$ cat src/rtl/matrix_ls_responder_if.sv
// ---------------------------------------------------------------------------
// matrix_ls_responder_if
//
// Matrix load/store request channel between the issuing matrix LS functional
// unit (master) and matrix_ls_responder (slave).
//
// Signals:
//   req_ls      master->slave  bit0 = load, bit1 = store (00 idle, 11 illegal)
//   req_rd      master->slave  matrix register index
//   req_stride  master->slave  byte stride between rows
//   req_address master->slave  base byte address
//   req_ready   slave->master  responder is idle and will accept a request
//   mhit        slave->master  one-cycle completion pulse
//   err         slave->master  one-cycle misalignment pulse (with mhit)
// ---------------------------------------------------------------------------
interface matrix_ls_responder_if #(
    parameter int ADDR_W = 32,
    parameter int MREG_W = 4
);
    logic [1:0]        req_ls;
    logic [MREG_W-1:0] req_rd;
    logic [ADDR_W-1:0] req_stride;
    logic [ADDR_W-1:0] req_address;
    logic              req_ready;
    logic              mhit;
    logic              err;

    modport master (
        output req_ls, req_rd, req_stride, req_address,
        input  req_ready, mhit, err
    );

    modport slave (
        input  req_ls, req_rd, req_stride, req_address,
        output req_ready, mhit, err
    );
endinterface

$ cat src/rtl/matrix_ls_responder.sv
// ---------------------------------------------------------------------------
// matrix_ls_responder
//
// Responder end of the matrix load/store channel. Accepts one request at a
// time and walks MAT_DIM rows at base + i*stride (modulo 2^ADDR_W), moving
// each row between data memory and the matrix register file. Completion is
// signalled by a one-cycle mhit pulse.
//
// Ports:
//   CLK, RST        clock, synchronous active-high reset
//   req             request channel (slave modport of matrix_ls_responder_if)
//   mem_ren/wen     memory read / write request (never both high)
//   mem_addr        memory byte address
//   mem_wdata       store data, held with mem_addr until mem_ready
//   mem_rdata       load data, valid when mem_ready
//   mem_ready       current memory access completes this cycle
//   mrf_wen/ren     matrix RF row write / read enable (never both high)
//   mrf_idx/row     matrix register index / row index
//   mrf_wdata       RF row write data
//   mrf_rdata       RF row read data, valid the cycle after mrf_ren
//
// Build option:
//   MLS_ALIGN_CHECK_EN  when defined, a base or stride that is not a multiple
//                       of ROW_W/8 bytes skips all accesses and completes
//                       with mhit and err together. When undefined err is 0
//                       and addresses are issued as given.
// ---------------------------------------------------------------------------
module matrix_ls_responder #(
    parameter int MAT_DIM = 4,
    parameter int ROW_W   = 64,
    parameter int ADDR_W  = 32,
    parameter int MREG_W  = 4
) (
    input  logic                       CLK,
    input  logic                       RST,
    matrix_ls_responder_if.slave       req,
    output logic                       mem_ren,
    output logic                       mem_wen,
    output logic [ADDR_W-1:0]          mem_addr,
    output logic [ROW_W-1:0]           mem_wdata,
    input  logic [ROW_W-1:0]           mem_rdata,
    input  logic                       mem_ready,
    output logic                       mrf_wen,
    output logic                       mrf_ren,
    output logic [MREG_W-1:0]          mrf_idx,
    output logic [$clog2(MAT_DIM)-1:0] mrf_row,
    output logic [ROW_W-1:0]           mrf_wdata,
    input  logic [ROW_W-1:0]           mrf_rdata
);
    localparam int                ROW_IW   = $clog2(MAT_DIM);
    localparam logic [ROW_IW-1:0] LAST_ROW = ROW_IW'(MAT_DIM - 1);

    typedef enum logic [2:0] {
        IDLE,
        LD,
        ST_RD,
        ST_WR,
        DONE
    } state_e;

    state_e              state_q, state_d;
    logic [ROW_IW-1:0]   row_q, row_d;
    logic [ADDR_W-1:0]   addr_q, addr_d;
    logic [ADDR_W-1:0]   stride_q, stride_d;
    logic [MREG_W-1:0]   idx_q, idx_d;
    logic [ROW_W-1:0]    buf_q, buf_d;
    // High during the first ST_WR cycle, when mrf_rdata is still on the bus
    // and has not yet been captured into buf_q.
    logic                wr_first_q, wr_first_d;

    logic is_load_req;
    logic is_store_req;
    logic last_row;

    assign is_load_req  = (req.req_ls == 2'b01);
    assign is_store_req = (req.req_ls == 2'b10);
    assign last_row     = (row_q == LAST_ROW);

`ifdef MLS_ALIGN_CHECK_EN
    localparam logic [ADDR_W-1:0] ALIGN_MASK = ADDR_W'(ROW_W / 8 - 1);

    logic err_q, err_d;
    logic misaligned;

    assign misaligned = |((req.req_address | req.req_stride) & ALIGN_MASK);
`endif

    // NOTE: sequential state uses non-blocking assignments so every register
    // samples the pre-edge values computed by the combinational block.
    always_ff @(posedge CLK) begin
        if (RST) begin
            state_q    <= IDLE;
            row_q      <= '0;
            addr_q     <= '0;
            stride_q   <= '0;
            idx_q      <= '0;
            // NOTE: buf_q is a single row register rather than a storage
            // array, so clearing it on reset is part of the defined reset state.
            buf_q      <= '0;
            wr_first_q <= 1'b0;
`ifdef MLS_ALIGN_CHECK_EN
            err_q      <= 1'b0;
`endif
        end else begin
            state_q    <= state_d;
            row_q      <= row_d;
            addr_q     <= addr_d;
            stride_q   <= stride_d;
            idx_q      <= idx_d;
            buf_q      <= buf_d;
            wr_first_q <= wr_first_d;
`ifdef MLS_ALIGN_CHECK_EN
            err_q      <= err_d;
`endif
        end
    end

    always_comb begin
        // NOTE: every signal written here gets a default first, so no path
        // through the case statement can leave one unassigned (no latches).
        state_d       = state_q;
        row_d         = row_q;
        addr_d        = addr_q;
        stride_d      = stride_q;
        idx_d         = idx_q;
        buf_d         = buf_q;
        wr_first_d    = wr_first_q;
`ifdef MLS_ALIGN_CHECK_EN
        err_d         = err_q;
`endif
        req.req_ready = 1'b0;
        req.mhit      = 1'b0;
        req.err       = 1'b0;
        mem_ren       = 1'b0;
        mem_wen       = 1'b0;
        mem_addr      = '0;
        mem_wdata     = '0;
        mrf_wen       = 1'b0;
        mrf_ren       = 1'b0;
        mrf_idx       = '0;
        mrf_row       = '0;
        mrf_wdata     = '0;

        case (state_q)
            IDLE: begin
                req.req_ready = 1'b1;
                if (is_load_req || is_store_req) begin
                    idx_d    = req.req_rd;
                    stride_d = req.req_stride;
                    addr_d   = req.req_address;
                    row_d    = '0;
                    state_d  = is_load_req ? LD : ST_RD;
`ifdef MLS_ALIGN_CHECK_EN
                    err_d = misaligned;
                    if (misaligned) begin
                        state_d = DONE;
                    end
`endif
                end
            end

            LD: begin
                mem_ren  = 1'b1;
                mem_addr = addr_q;
                mrf_idx  = idx_q;
                mrf_row  = row_q;
                if (mem_ready) begin
                    mrf_wen   = 1'b1;
                    mrf_wdata = mem_rdata;
                    addr_d    = addr_q + stride_q;
                    row_d     = row_q + 1'b1;
                    if (last_row) begin
                        state_d = DONE;
                    end
                end
            end

            ST_RD: begin
                mrf_ren    = 1'b1;
                mrf_idx    = idx_q;
                mrf_row    = row_q;
                wr_first_d = 1'b1;
                state_d    = ST_WR;
            end

            ST_WR: begin
                mem_wen  = 1'b1;
                mem_addr = addr_q;
                // Forward the RF read on the first cycle so an unstalled
                // store costs only two cycles per row; later stall cycles
                // replay the captured copy so mem_wdata stays stable.
                mem_wdata = wr_first_q ? mrf_rdata : buf_q;
                if (wr_first_q) begin
                    buf_d      = mrf_rdata;
                    wr_first_d = 1'b0;
                end
                if (mem_ready) begin
                    addr_d  = addr_q + stride_q;
                    row_d   = row_q + 1'b1;
                    state_d = last_row ? DONE : ST_RD;
                end
            end

            DONE: begin
                req.mhit = 1'b1;
`ifdef MLS_ALIGN_CHECK_EN
                req.err  = err_q;
                err_d    = 1'b0;
`endif
                state_d  = IDLE;
            end

            default: begin
                state_d = IDLE;
            end
        endcase
    end
endmodule

$ cat src/flat_wrapper.sv
// flat-port wrapper written by rule: the top's interface ports become plain ports
module matrix_ls_responder_flat 
#(
    parameter int MAT_DIM = 4,
    parameter int ROW_W   = 64,
    parameter int ADDR_W  = 32,
    parameter int MREG_W  = 4
)
  (CLK, RST, mem_ren, mem_wen, mem_addr, mem_wdata, mem_rdata, mem_ready, mrf_wen, mrf_ren, mrf_idx, mrf_row, mrf_wdata, mrf_rdata, req_req_ls, req_req_rd, req_req_stride, req_req_address, req_req_ready, req_mhit, req_err);
  matrix_ls_responder_if #(.ADDR_W(ADDR_W), .MREG_W(MREG_W)) req_i ();
  input  logic CLK;
  input  logic RST;
  output logic mem_ren;
  output logic mem_wen;
  output logic [ADDR_W-1:0] mem_addr;
  output logic [ROW_W-1:0] mem_wdata;
  input  logic [ROW_W-1:0] mem_rdata;
  input  logic mem_ready;
  output logic mrf_wen;
  output logic mrf_ren;
  output logic [MREG_W-1:0] mrf_idx;
  output logic [$clog2(MAT_DIM)-1:0] mrf_row;
  output logic [ROW_W-1:0] mrf_wdata;
  input  logic [ROW_W-1:0] mrf_rdata;
  input wire logic [$bits(req_i.req_ls)-1:0] req_req_ls;
  input wire logic [$bits(req_i.req_rd)-1:0] req_req_rd;
  input wire logic [$bits(req_i.req_stride)-1:0] req_req_stride;
  input wire logic [$bits(req_i.req_address)-1:0] req_req_address;
  output wire logic [$bits(req_i.req_ready)-1:0] req_req_ready;
  output wire logic [$bits(req_i.mhit)-1:0] req_mhit;
  output wire logic [$bits(req_i.err)-1:0] req_err;
  assign req_i.req_ls = req_req_ls;
  assign req_i.req_rd = req_req_rd;
  assign req_i.req_stride = req_req_stride;
  assign req_i.req_address = req_req_address;
  assign req_req_ready = req_i.req_ready;
  assign req_mhit = req_i.mhit;
  assign req_err = req_i.err;
  matrix_ls_responder #(.MAT_DIM(MAT_DIM), .ROW_W(ROW_W), .ADDR_W(ADDR_W), .MREG_W(MREG_W)) u_core (.CLK(CLK), .RST(RST), .req(req_i), .mem_ren(mem_ren), .mem_wen(mem_wen), .mem_addr(mem_addr), .mem_wdata(mem_wdata), .mem_rdata(mem_rdata), .mem_ready(mem_ready), .mrf_wen(mrf_wen), .mrf_ren(mrf_ren), .mrf_idx(mrf_idx), .mrf_row(mrf_row), .mrf_wdata(mrf_wdata), .mrf_rdata(mrf_rdata));
endmodule
$ cat config.mk
export PLATFORM = sky130hd
export DESIGN_NAME = matrix_ls_responder_flat
export DESIGN_NICKNAME = d
export VERILOG_FILES = /design/src/rtl/matrix_ls_responder_if.sv /design/src/rtl/matrix_ls_responder.sv /design/src/flat_wrapper.sv
export SDC_FILE = /design/constraint.sdc
export NUM_CORES = 1
export LEC_CHECK = 0
export ABC_CLOCK_PERIOD_IN_PS = 3400
export BUFFER_PORTS_ARGS = -buffer_cell sky130_fd_sc_hd__buf_2
export CAP_MARGIN = 40
export CORE_MARGIN = 1.5
export CORE_UTILIZATION = 30
export DETAILED_ROUTE_END_ITERATION = 6
export GPL_TIMING_DRIVEN = 0
export PLACE_DENSITY = 0.55
export SYNTH_ARGS = -nofsm -noshare
export SYNTH_HDL_FRONTEND = slang
export SYNTH_SLANG_ARGS = --single-unit
$ cat constraint.sdc
create_clock -name CLK -period 3.4 [get_ports CLK]
set_input_delay 0.17 -clock CLK [delete_from_list [all_inputs] [get_ports CLK]]
set_output_delay 0.17 -clock CLK [all_outputs]
set_load 0.02 [all_outputs]
Word level (Yosys, flattened, before mapping) --
Index checks and enable logic that the tools add are counted.
Storage, ports and cells: bits in registers 138
Operators by class: $add $sub $neg 2, reduce and logical (&&, ||, !) cells 9, multiplexer cells 28, equal/unequal tests 12
Operators with widths (number):
- 64-bit two-way mux | 4
- 32-bit two-way mux | 3
- 32-bit case mux with 2 select lines | 1
- 32-bit adder | 1
- 3-bit two-way mux | 5
- 3-bit case mux with 4 select lines | 1
- 2-bit two-way mux | 4
- 1-bit two-way mux | 7
- 3-bit by 2-bit equality test with 1-bit output, second input constant | 2
- 2-bit by 1-bit != test with 1-bit output, second input constant | 3
- 2-bit equality test, second input constant | 2
- 4-bit two-way mux | 1
- 2-bit != test, second input constant | 2
- 2-bit case mux with 2 select lines | 1
- 4-bit AND reduction | 1
- 2-bit nonzero test | 2
- 2-bit OR reduction | 2
- 3-bit by 1-bit equality test with 1-bit output, second input constant | 1
- 3-bit equality test, second input constant | 1
- 3-bit zero test | 1
- 3-bit AND reduction | 1
- 2-bit by 1-bit adder with 2-bit output, second input constant | 1
- 2-bit by 1-bit equality test with 1-bit output, second input constant | 1
- 1-bit case mux with 2 select lines | 1
- other kinds (2) | 2

Longest topological paths before layout --
depth after elaboration 4, gate-level depth with buffers 11, mapped depth without buffers 11

Worst setup path after synthesis --
Ideal clock, no wire load.
path type register -> register, from register u_core.stride_q[0], to register u_core.addr_q[26], slack 904 ps, cell stages (with the launch flop) 12, arrival time 2363 ps, required time 3267 ps, library setup time 133 ps, path through dfxtp_1 -> ha_1 -> fa_1 -> a21o_1 -> a21oi_2 -> o21bai_2 -> a21oi_2 -> o32a_2 -> a21oi_2 -> a31oi_2 -> xor2_1 -> a211oi_2
Between the ends: cells in the longest elaborated chain, start to end 3
RTL lines:
- start: declaration | RTL line matrix_ls_responder.sv:64 | logic [ADDR_W-1:0] stride_q, stride_d;
- start signal: assignment | RTL line matrix_ls_responder.sv:108 | stride_q <= stride_d;
- 32-bit adder | RTL line matrix_ls_responder.sv:170, matrix_ls_responder.sv:198
- 32-bit two-way mux | RTL line matrix_ls_responder.sv:167, matrix_ls_responder.sv:197
- 32-bit case mux with 2 select lines | RTL line matrix_ls_responder.sv:144 | case (state_q)
- end signal: assignment | RTL line matrix_ls_responder.sv:107 | addr_q <= addr_d;
- end: declaration | RTL line matrix_ls_responder.sv:63 | logic [ADDR_W-1:0] addr_q, addr_d;
No other way between the ends. The select of a mux whose other input is x is not followed. A chain may end at the register's enable or synchronous reset.

Worst setup path in the final report --
from register u_core.state_q[2], to register u_core.addr_q[9]
Between the ends: cells in the longest elaborated chain, start to end 4, elaborated cells between the ends (all ways) 9
RTL lines:
- start: declaration | RTL line matrix_ls_responder.sv:61 | state_e state_q, state_d;
- start signal: assignment | RTL line matrix_ls_responder.sv:105 | state_q <= state_d;
- 3-bit by 1-bit equality test with 1-bit output or 3-bit by 2-bit equality test with 1-bit output (tied branches) | RTL line matrix_ls_responder.sv:144
- 2-bit OR reduction (no line)
- 2-bit by 1-bit != test with 1-bit output (no line) or 2-bit nonzero test (tied branches)
- 3-bit AND reduction (no line)
Parallel ways exist; a longest one is shown, timed or not.

==> results.cfg <==
[pwr]
peakVddDrop_mv = 0.341
p_int_mw = 4.13
finalPower_mw = 6.94
switching_share_pct = 40.6
p_per_area_nw_per_um2 = 557
p_switching_mw = 2.82
p_leak_nw = 5.74
power.share.clock_pct = 30.0
pwr-share-comb_pct = 41.1
seqPwrFrac_pct = 28.9

[cts]
cts_buffer_depth = 2
clk_pin_slew_ns = 0.07
insertion_delay_ns = 0.43
cts_resized = 0
cts_buffers = 17
cts_tree = built
clk_root_buffer_cell = clkbuf_16
clkSinkCount = 138
cts_htree_levels = 4
post_cts_buffers = 0

[finish]
post-route-util_pct = 44.8
area_growth_pct = 47.0
drive_above_1_share_pct = 26.9
final_common_cell = buf_2
final_area_sq_um = 12500
layout.nets = 1866
layout_common_cells = buf_2, nand2_1, a21oi_1, dfxtp_1, nor2_1

[synth]
async_reset_ff_share_pct = 0
synth_flop_cell = dfxtp_1
syn_inst = 1140
synth-seq-cells = 138
ys_warn_count = 0
ys_seq_area_share_pct = 32.6
synth_area_leaders = dfxtp_1, nand2_1, a21oi_1
synth_cell_types = 66
synthesis.area_sq_um = 8470
yosys.area.top_type = dfxtp_1
synth_edf_count = 0
synth_nets = 1375
synth_top_cell_area_share_pct = 32.6
syn_area_per_cell_sq_um = 7.43

[drt]
vias_per_cell = 4.80
drt_iter0_markers = 686
ant_nets = 0
drt_first_pass_iters = 5
avgRoutedWirePerCell_um = 17.3
drt_wl_total_um = 35000
vias = 9715
drc_errors = 0

[floorplanning]
io_pins = 374
initial_utilization_pct = 30.5
core_sq_um = 27800
fp-row-count = 61
dieArea_sq_um = 29300
die_w_um = 171
dieHeight_um = 171

[worst_setup_path]
slowest_delay_ns = 0.58
crit_type = flip-flop to flip-flop
crit_required_ns = 3.77
critPathCaptureType = flip-flop
worst-r2r-setup-slack_ns = 0.33
crit_family = buffers and inverters
start_kind = flip-flop
cp.buffers_inverters = 5
critPathArrivalTime_ns = 3.44
cp_max_fo = 10
crit_chain = clkbuf_1, inv_1, nand2_1, clkbuf_1, buf_1, nand2_1, a311oi_1, dlygate4sd3_1
critPathSlowestCell = buf_1

[global_routing]
grt_pass1_wl_um = 51400
overflow = 0
antenna_found_initial = 0
grt_pass1_vias = 9246
grt.total_usage_pct = 23.0
grt_max_degree = 17

[job]
max-cap-violations = 0

[placed_design]
port_buffers = 371
place_area_sq_um = 10800
place.gp.congestion = 0.913
dpl.hpwl_um = 26900

[timing]
fin_setup_tns_ns = 0
fin_crit_sh_pct = 90.4
setup_viol = 0
max_clock_freq_mhz = 325
tightestPinTransition_ns = 0.748
slew_headroom_pct = 50.0
clock_skew_ns = 0.0131
period_needed_ns = 3.07
hold_viol = 0
rsz0062_at_grt = no
slew_viol_final = 0

[status]
outcome = completed

[worst_hold_path]
min_path_type = input pin to flip-flop
path summary, 6_finish.rpt:
path,startpoint,end,depth (start not counted)
hold / removal,req_req_address[17],u_core.addr_q[17],3
hold reg to reg,u_core.idx_q[3],u_core.idx_q[3],2
setup / recovery,u_core.state_q[2],u_core.addr_q[9],8
setup reg to reg,u_core.state_q[2],u_core.addr_q[9],8
through the flow:
stage,hold WS [ns],instances,setup WS [ns]
finish,0.0196,2023,0.328
global route,0.0111,2022,0.0909
CTS,0.000791,2022,0.321
detailed placement,0.419,1892,0.611
global placement,0.413,1889,0.610
floorplan,0.306,1140,0.904
synth_stat cells (all sizes together), types with 9 or more instances:
cell / number
clkbuf: 68
xnor2: 13
nor2b: 10
nor2: 103
a21oi: 142
o21ai: 27
and3: 9
a21o: 25
ha: 33
a311oi: 10
nor3: 11
nand2: 267
xor2: 11
and2: 97
buf: 15
nand3: 11
dfxtp: 138
a31oi: 13
mux2i: 67
timing repair:
item / in CTS / in global routing
hold endpoints to repair: 100 / 0
endpoints found under the setup margin: 0 / 0
hold buffers: 98 / 0
logic make-up after synthesis:
group	count (synthesis)	share of synthesized area, %
other cells	1	0.0443
mux	68	8.05
fa+ha+maj	34	5.11
flops	138	32.6
buf+inv	92	4.92
xor+xnor	24	2.48
simple gates	530	28.3
compound gates	253	18.5
worst register-to-register path, cell delays in order (launching register included):
cell	delay [ns]
dfxtp_1	0.30
clkbuf_1	0.32
inv_1	0.18
nand2_1	0.15
clkbuf_1	0.52
buf_1	0.58
nand2_1	0.12
a311oi_1	0.27
dlygate4sd3_1	0.58
metal layers:
metal	wire length, um	GRT usage, %	up-vias
met1	16700	31.6	4521
met4	414	4.88	0
met3	2220	5.99	28
li1	-	-	4846
met2	15600	35.9	320
met5	0	0	-
cell type report:
class / count / area, sq um
Inverter: 8 / 30.0
Sequential cell: 138 / 2760
Buffer: 84 / 387
Tap cell: 378 / 473
Fill cell: 2927 / 15300
Antenna cell: 1 / 2.50
Timing Repair Buffer: 472 / 2860
Multi-Input combinational cell: 910 / 5300
Clock inverter: 15 / 219
Clock buffer: 17 / 425
registers in the layout, summed over array words and instances (netlist names):
name               cells
u_core.stride_q       32
u_core.idx_q           4
u_core.row_q           2
u_core.wr_first_q      1
u_core.state_q         3
u_core.addr_q         32
u_core.buf_q          64
power by group through the flow:
stage	registers (mW)	clock network, mW	logic, mW
3_3_place_gp	2.04	0	2.71
6_report	2.01	2.08	2.85
5_1_grt	2.04	2.18	3.14
2_1_floorplan	1.98	0	1.90
3_5_place_dp	2.04	0	2.73
4_1_cts	2.00	2.12	2.84
(Power assumes the default switching activity.)
